==> config.mk <==
export PLATFORM = sky130hd
export DESIGN_NAME = tlul_mem_copy
export DESIGN_NICKNAME = d
export VERILOG_FILES = /design/src/rtl/tlul_pkg.sv /design/src/rtl/tlul_mem_copy.sv
export SDC_FILE = /design/constraint.sdc
export NUM_CORES = 1
export LEC_CHECK = 0
export ABC_AREA = 1
export CAP_MARGIN = 20
export CORE_AREA = 2 2 150 152
export CTS_BUF_LIST = sky130_fd_sc_hd__clkbuf_4 sky130_fd_sc_hd__clkbuf_8
export DETAILED_ROUTE_END_ITERATION = 7
export DIE_AREA = 0 0 152 154
export DONT_BUFFER_PORTS = 1
export RECOVER_POWER = 100
export SETUP_SLACK_MARGIN = 0.4
export SLEW_MARGIN = 20
export SYNTH_ARGS = -nofsm -noshare
export SYNTH_HDL_FRONTEND = slang
export SYNTH_SLANG_ARGS = --single-unit
==> constraint.sdc <==
create_clock -name clk_i -period 2.8 [get_ports clk_i]
set_clock_uncertainty 0.1 [all_clocks]
set_input_delay 0.42 -clock clk_i [delete_from_list [all_inputs] [get_ports clk_i]]
set_output_delay 0.42 -clock clk_i [all_outputs]
set_load 0.01 [all_outputs]
==> src/rtl/tlul_pkg.sv <==
// rtl/tlul_pkg.sv - TL-UL channel structs and opcodes used by the copy engine
package tlul_pkg;

    localparam logic [2:0] PutFullData   = 3'h0;
    localparam logic [2:0] Get           = 3'h4;
    localparam logic [2:0] AccessAck     = 3'h0;
    localparam logic [2:0] AccessAckData = 3'h1;

    localparam logic [6:0] A_USER_DEFAULT = 7'h0;

    typedef struct packed {
        logic        a_valid;
        logic [2:0]  a_opcode;
        logic [2:0]  a_param;
        logic [1:0]  a_size;
        logic [7:0]  a_source;
        logic [31:0] a_address;
        logic [3:0]  a_mask;
        logic [31:0] a_data;
        logic [6:0]  a_user;
        logic        d_ready;
    } tlul_h2d_t;

    typedef struct packed {
        logic        d_valid;
        logic [2:0]  d_opcode;
        logic [2:0]  d_param;
        logic [1:0]  d_size;
        logic [7:0]  d_source;
        logic        d_sink;
        logic [31:0] d_data;
        logic [6:0]  d_user;
        logic        d_error;
        logic        a_ready;
    } tlul_d2h_t;

endpackage

==> src/rtl/tlul_mem_copy.sv <==
// rtl/tlul_mem_copy.sv - TL-UL host that copies a run of words with one Get/Put outstanding
module tlul_mem_copy #(
    parameter int unsigned LenW     = 13,
    parameter logic [7:0]  SourceId = 8'h0
) (
    input  logic                 clk_i,
    input  logic                 rst_ni,
    output tlul_pkg::tlul_h2d_t  tl_o,
    input  tlul_pkg::tlul_d2h_t  tl_i,
    input  logic                 start_i,
    input  logic [31:0]          src_addr_i,
    input  logic [31:0]          dst_addr_i,
    input  logic [LenW-1:0]      len_i,
    output logic                 busy_o,
    output logic                 done_o,
    output logic                 err_o,
    output logic [LenW-1:0]      words_done_o
);

    localparam logic [2:0] IDLE    = 3'd0;
    localparam logic [2:0] RD_REQ  = 3'd1;
    localparam logic [2:0] RD_WAIT = 3'd2;
    localparam logic [2:0] WR_REQ  = 3'd3;
    localparam logic [2:0] WR_WAIT = 3'd4;
    localparam logic [2:0] FINISH  = 3'd5;

    logic [2:0]      state_q, state_d;
    logic [31:0]     src_q, src_d;
    logic [31:0]     dst_q, dst_d;
    logic [LenW-1:0] len_q, len_d;
    logic [LenW-1:0] words_q, words_d;
    logic            err_q, err_d;

    // A channel is fully registered so fields stay stable through a stall.
    logic            a_valid_q, a_valid_d;
    logic [2:0]      a_opcode_q, a_opcode_d;
    logic [1:0]      a_size_q, a_size_d;
    logic [3:0]      a_mask_q, a_mask_d;
    logic [31:0]     a_address_q, a_address_d;
    logic [31:0]     a_data_q, a_data_d;

    logic            last_word;
    logic [31:0]     src_next, dst_next;

    assign last_word = (words_q + LenW'(1)) == len_q;
    assign src_next  = src_q + 32'd4;
    assign dst_next  = dst_q + 32'd4;

    always_comb begin
        state_d     = state_q;
        src_d       = src_q;
        dst_d       = dst_q;
        len_d       = len_q;
        words_d     = words_q;
        err_d       = err_q;
        a_valid_d   = a_valid_q;
        a_opcode_d  = a_opcode_q;
        a_size_d    = a_size_q;
        a_mask_d    = a_mask_q;
        a_address_d = a_address_q;
        a_data_d    = a_data_q;

        case (state_q)
            IDLE: begin
                if (start_i) begin
                    src_d   = {src_addr_i[31:2], 2'b00};
                    dst_d   = {dst_addr_i[31:2], 2'b00};
                    len_d   = len_i;
                    err_d   = 1'b0;
                    words_d = '0;
                    if (len_i != '0) begin
                        state_d     = RD_REQ;
                        a_valid_d   = 1'b1;
                        a_opcode_d  = tlul_pkg::Get;
                        a_size_d    = 2'd2;
                        a_mask_d    = 4'hF;
                        a_address_d = {src_addr_i[31:2], 2'b00};
                        a_data_d    = '0;
                    end else begin
                        state_d = FINISH;
                    end
                end
            end
            RD_REQ: begin
                if (tl_i.a_ready) begin
                    state_d   = RD_WAIT;
                    a_valid_d = 1'b0;
                end
            end
            RD_WAIT: begin
                if (tl_i.d_valid) begin
                    if (tl_i.d_error) begin
                        err_d   = 1'b1;
                        state_d = FINISH;
                    end else begin
                        // a_data_q doubles as the holding register for the read word.
                        state_d     = WR_REQ;
                        a_valid_d   = 1'b1;
                        a_opcode_d  = tlul_pkg::PutFullData;
                        a_address_d = dst_q;
                        a_data_d    = tl_i.d_data;
                    end
                end
            end
            WR_REQ: begin
                if (tl_i.a_ready) begin
                    state_d   = WR_WAIT;
                    a_valid_d = 1'b0;
                end
            end
            WR_WAIT: begin
                if (tl_i.d_valid) begin
                    if (tl_i.d_error) begin
                        err_d   = 1'b1;
                        state_d = FINISH;
                    end else begin
                        words_d = words_q + LenW'(1);
                        src_d   = src_next;
                        dst_d   = dst_next;
                        if (last_word) begin
                            state_d = FINISH;
                        end else begin
                            state_d     = RD_REQ;
                            a_valid_d   = 1'b1;
                            a_opcode_d  = tlul_pkg::Get;
                            a_address_d = src_next;
                            a_data_d    = '0;
                        end
                    end
                end
            end
            FINISH: begin
                state_d = IDLE;
            end
            default: begin
                state_d   = IDLE;
                a_valid_d = 1'b0;
            end
        endcase
    end

    always_ff @(posedge clk_i or negedge rst_ni) begin
        if (!rst_ni) begin
            state_q     <= IDLE;
            src_q       <= '0;
            dst_q       <= '0;
            len_q       <= '0;
            words_q     <= '0;
            err_q       <= 1'b0;
            a_valid_q   <= 1'b0;
            a_opcode_q  <= '0;
            a_size_q    <= '0;
            a_mask_q    <= '0;
            a_address_q <= '0;
            a_data_q    <= '0;
        end else begin
            state_q     <= state_d;
            src_q       <= src_d;
            dst_q       <= dst_d;
            len_q       <= len_d;
            words_q     <= words_d;
            err_q       <= err_d;
            a_valid_q   <= a_valid_d;
            a_opcode_q  <= a_opcode_d;
            a_size_q    <= a_size_d;
            a_mask_q    <= a_mask_d;
            a_address_q <= a_address_d;
            a_data_q    <= a_data_d;
        end
    end

    always_comb begin
        tl_o           = '0;
        tl_o.a_valid   = a_valid_q;
        tl_o.a_opcode  = a_opcode_q;
        tl_o.a_param   = 3'h0;
        tl_o.a_size    = a_size_q;
        tl_o.a_source  = SourceId;
        tl_o.a_address = a_address_q;
        tl_o.a_mask    = a_mask_q;
        tl_o.a_data    = a_data_q;
        tl_o.a_user    = tlul_pkg::A_USER_DEFAULT;
        tl_o.d_ready   = 1'b1;
    end

    // Response fields the engine does not interpret.
    logic unused_d;
    assign unused_d = ^{tl_i.d_opcode, tl_i.d_param, tl_i.d_size, tl_i.d_source,
                        tl_i.d_sink, tl_i.d_user};

    assign busy_o       = state_q != IDLE;
    assign done_o       = state_q == FINISH;
    assign err_o        = err_q;
    assign words_done_o = words_q;

endmodule

==> results.py <==
metrics = {
    "placed_design": {
        "gp_congestion": 0.910,
        "portBuffers": 0,
        "preCtsSetupSlack_ns": 0.293,
        "dp_hpwl_mm": 20.2,
    },
    "yosys": {
        "netlist.area_leader.share_pct": 41.2,
        "synth_flop_cell": "dfrtp_1",
        "synth_top_cell_by_area": "dfrtp_1",
        "ys_top_cells_by_area": "dfrtp_1 41%, nand2_1 15%, inv_1 5.9%",
        "synth_edf_count": 0,
        "async_flop_share_pct": 100,
        "ys_seq_area_share_pct": 41.2,
        "synth-seq-cells": 156,
        "synthCells": 1347,
        "synth.most_common_cell": "nand2_1",
        "ys_types": 42,
        "syn_area_mm2": 0.00949,
        "syn_area_per_cell_um2": 7.04,
        "ys_warn_count": 0,
        "synth_common_cells": "388 x nand2_1, 156 x dfrtp_1, 148 x inv_1",
    },
    "clock_tree": {
        "htreeDepth": 4,
        "cts_root_buf": "clkbuf_8",
        "hold_buffers": 14,
        "clk_path_buf_depth": 2,
        "cts_inserted_buffers": 17,
        "clkTransAtPathRegs_ns": 0.10,
        "cts_tree": "built",
        "cts_sinks": 156,
        "clk_latency_ns": 0.47,
    },
    "floorplan": {
        "ios": 248,
        "dieArea_mm2": 0.0234,
        "coreArea_mm2": 0.0217,
        "num_rows": 54,
        "die_h_um": 154,
        "start_util_pct": 43.7,
        "die_w_um": 152,
    },
    "route": {
        "via_per_inst": 5.52,
        "wl_per_cell_um": 18.2,
        "antenna_left": 0,
        "drt-total-wl_mm": 29.8,
        "dr.pass1.iters": 5,
        "dr.first_iter.drc_count": 693,
        "drc": 0,
        "num_vias": 9033,
    },
    "outcome": {
        "status": "complete, but fails checks",
        "failed_checks": "negative hold slack",
    },
    "run": {
        "maxCapViolCount": 0,
    },
    "pwr": {
        "p_leak_nw": 5.16,
        "worst_ir_drop_vdd_v": 0.000595,
        "p_per_area_mw_per_mm2": 1140,
        "total_power_mw": 12.1,
    },
    "sta": {
        "worst_pin_slew_ns": 0.648,
        "report.final.slew_viol_count": 0,
        "maxSlewHeadroom_pct": 56.7,
        "fin_crit_ns": 2.43,
        "clock.fmax_ghz": 0.411,
        "rsz0062_at_grt": "yes",
        "hold_ws_ns": -0.450,
        "final-hold-violation-count": 156,
        "setup_viol": 0,
        "setup_slack_ns": 0.367,
        "fin_crit_sh_pct": 86.9,
        "tns_ns": 0,
    },
    "setup_path": {
        "crit_top_cell": "nor2_1",
        "r2r_slack_ns": 0.37,
        "critPathLaunchType": "register",
        "critPathKind": "reg -> reg",
        "r2r-start": "state_q[1]",
        "cp_max_fo": 23,
        "critPathSlowestCell": "a211oi_2",
        "path_cells": "nor2_1 > inv_1 > nor2_1 > nand2_1 > nand2_2 > a211oi_2 > buf_4 > o21ai_0 > o22ai_1",
        "r2r_cells": 9,
        "required_ns": 3.08,
        "rr_endpoint": "dst_q[15]",
        "slowest_delay_ns": 0.53,
        "worstPathArrival_ns": 2.72,
        "critPathCaptureType": "register",
    },
    "layout": {
        "antennaDiodeCount": 0,
        "drive_gt1_share_pct": 9.06,
        "fillCellCount": 2265,
        "final_nets": 1486,
        "area_delta_synth_final_pct": 11.6,
    },
    "grt": {
        "grt_max_degree": 157,
        "overflow": 0,
        "track_usage_pct": 24.3,
        "grt_antenna_before_repair": 0,
        "grt_pass1_wl_mm": 45.9,
        "grt_pass1_vias": 8590,
    },
    "hold_path": {
        "hp-class": "in -> async",
    },
}
[placed cells by master (no fill, tap or decap), drive strengths merged, types with 2 or more instances in the layout]
master | Yosys | layout
nand2 | 390 | 390
inv | 152 | 161
dfrtp | 156 | 156
nor2 | 122 | 123
o21ai | 88 | 88
nand4 | 85 | 85
nand3 | 82 | 82
a21oi | 49 | 49
buf | 52 | 31
nor3 | 26 | 26
o211ai | 24 | 24
clkbuf | 43 | 24
a22oi | 22 | 22
conb | 2 | 22
dlygate4sd3 | 0 | 14
o22ai | 13 | 13
a31oi | 8 | 8
nor4 | 5 | 5
xor2 | 5 | 5
o221ai | 4 | 4
nand3b | 3 | 3
o21bai | 3 | 3
ha | 3 | 3
clkinv | 1 | 3
clkinvlp | 0 | 2
bufinv | 0 | 2
[cells by family (layout without fill, tap and decap cells)]
kind of cell | count (synthesis) | count (layout) | synth area share [%]
and+or+nand+nor | 716 | 717 | 32.9
other | 2 | 22 | 0.0792
xor gates and xnor gates | 6 | 6 | 0.554
AOI/OAI and AO/OA | 216 | 216 | 13.4
DFF | 156 | 156 | 41.2
adders and majority gates | 3 | 3 | 0.396
buffers and inverters | 248 | 237 | 11.6
[timing repair]
item                                   4_1_cts  5_1_grt
cloned                                       0        9
pin swaps                                    0       13
endpoints found under the hold margin      170      156
setup buffers                                1        2
resized for setup                            1       74
setup endpoints to repair                   65       81
[flip-flops by register name, indices dropped and copies added, names as in the netlist]
name / cells
a_valid_q: 1
dst_q: 30
state_q: 3
a_opcode_q: 1
err_o: 1
a_address_q: 31
src_q: 30
a_data_q: 32
a_size_q: 1
len_q: 13
words_done_o: 13
[worst max-delay path: cells and delay by family, from the launching register on]
family | cells | cell delay, ns
simple gates | 4 | 0.44
buf+inv | 2 | 0.48
compound gates | 3 | 0.89
flops | 1 | 0.44
[layout make-up]
type | count | area (um^2) | area share, %
flip-flops and latches | 156 | 3900 | 36.9
well taps | 280 | 350 | 3.31
multi-input cells | 964 | 4710 | 44.5
inverters | 153 | 578 | 5.46
repair buffers | 52 | 633 | 5.98
clock buffers | 17 | 234 | 2.21
clock inverters | 15 | 176 | 1.67
[metrics by stage]
stage	cell area (um^2)	instances	utilization [%]	hold WS, ns
3_5_place_dp	9670	1579	44.6	0.0314
3_3_place_gp	9670	1579	44.6	0.0312
5_1_grt	10600	1637	48.8	-0.491
4_1_cts	10200	1626	47.1	-0.492
6_report	10600	1637	48.8	-0.450
2_1_floorplan	9560	1367	-	0.0244
[power by group]
part | internal (mW) | switching [mW] | leakage (nW)
combinational | 2.18 | 3.68 | 3.02
clock | 0.831 | 1.01 | 0.209
sequential | 3.27 | 1.15 | 1.94
total | 6.28 | 5.84 | 5.16
[worst max-delay path by stage]
stage                    startpoint              end  slack [ns]  cells past startpoint
finish                   state_q[1]        dst_q[15]        0.37                      9
global route             state_q[1]        dst_q[24]        0.19                     12
floorplan           words_done_o[0]  a_address_q[23]        0.60                     15
CTS                        src_q[2]  a_address_q[30]        0.43                     13
detailed placement  words_done_o[2]   a_address_q[6]        0.29                     13
global placement    words_done_o[2]   a_address_q[6]        0.33                     13
[metal layers]
layer | vias to the layer above | track usage [%] | part of all wire [%]
met5 | - | 0 | 0
met3 | 38 | 6.60 | 7.4
li1 | 4406 | - | -
met1 | 4291 | 33.4 | 45
met4 | 0 | 7.25 | 1.9
met2 | 298 | 37.6 | 46
(Power assumes the default switching activity.)
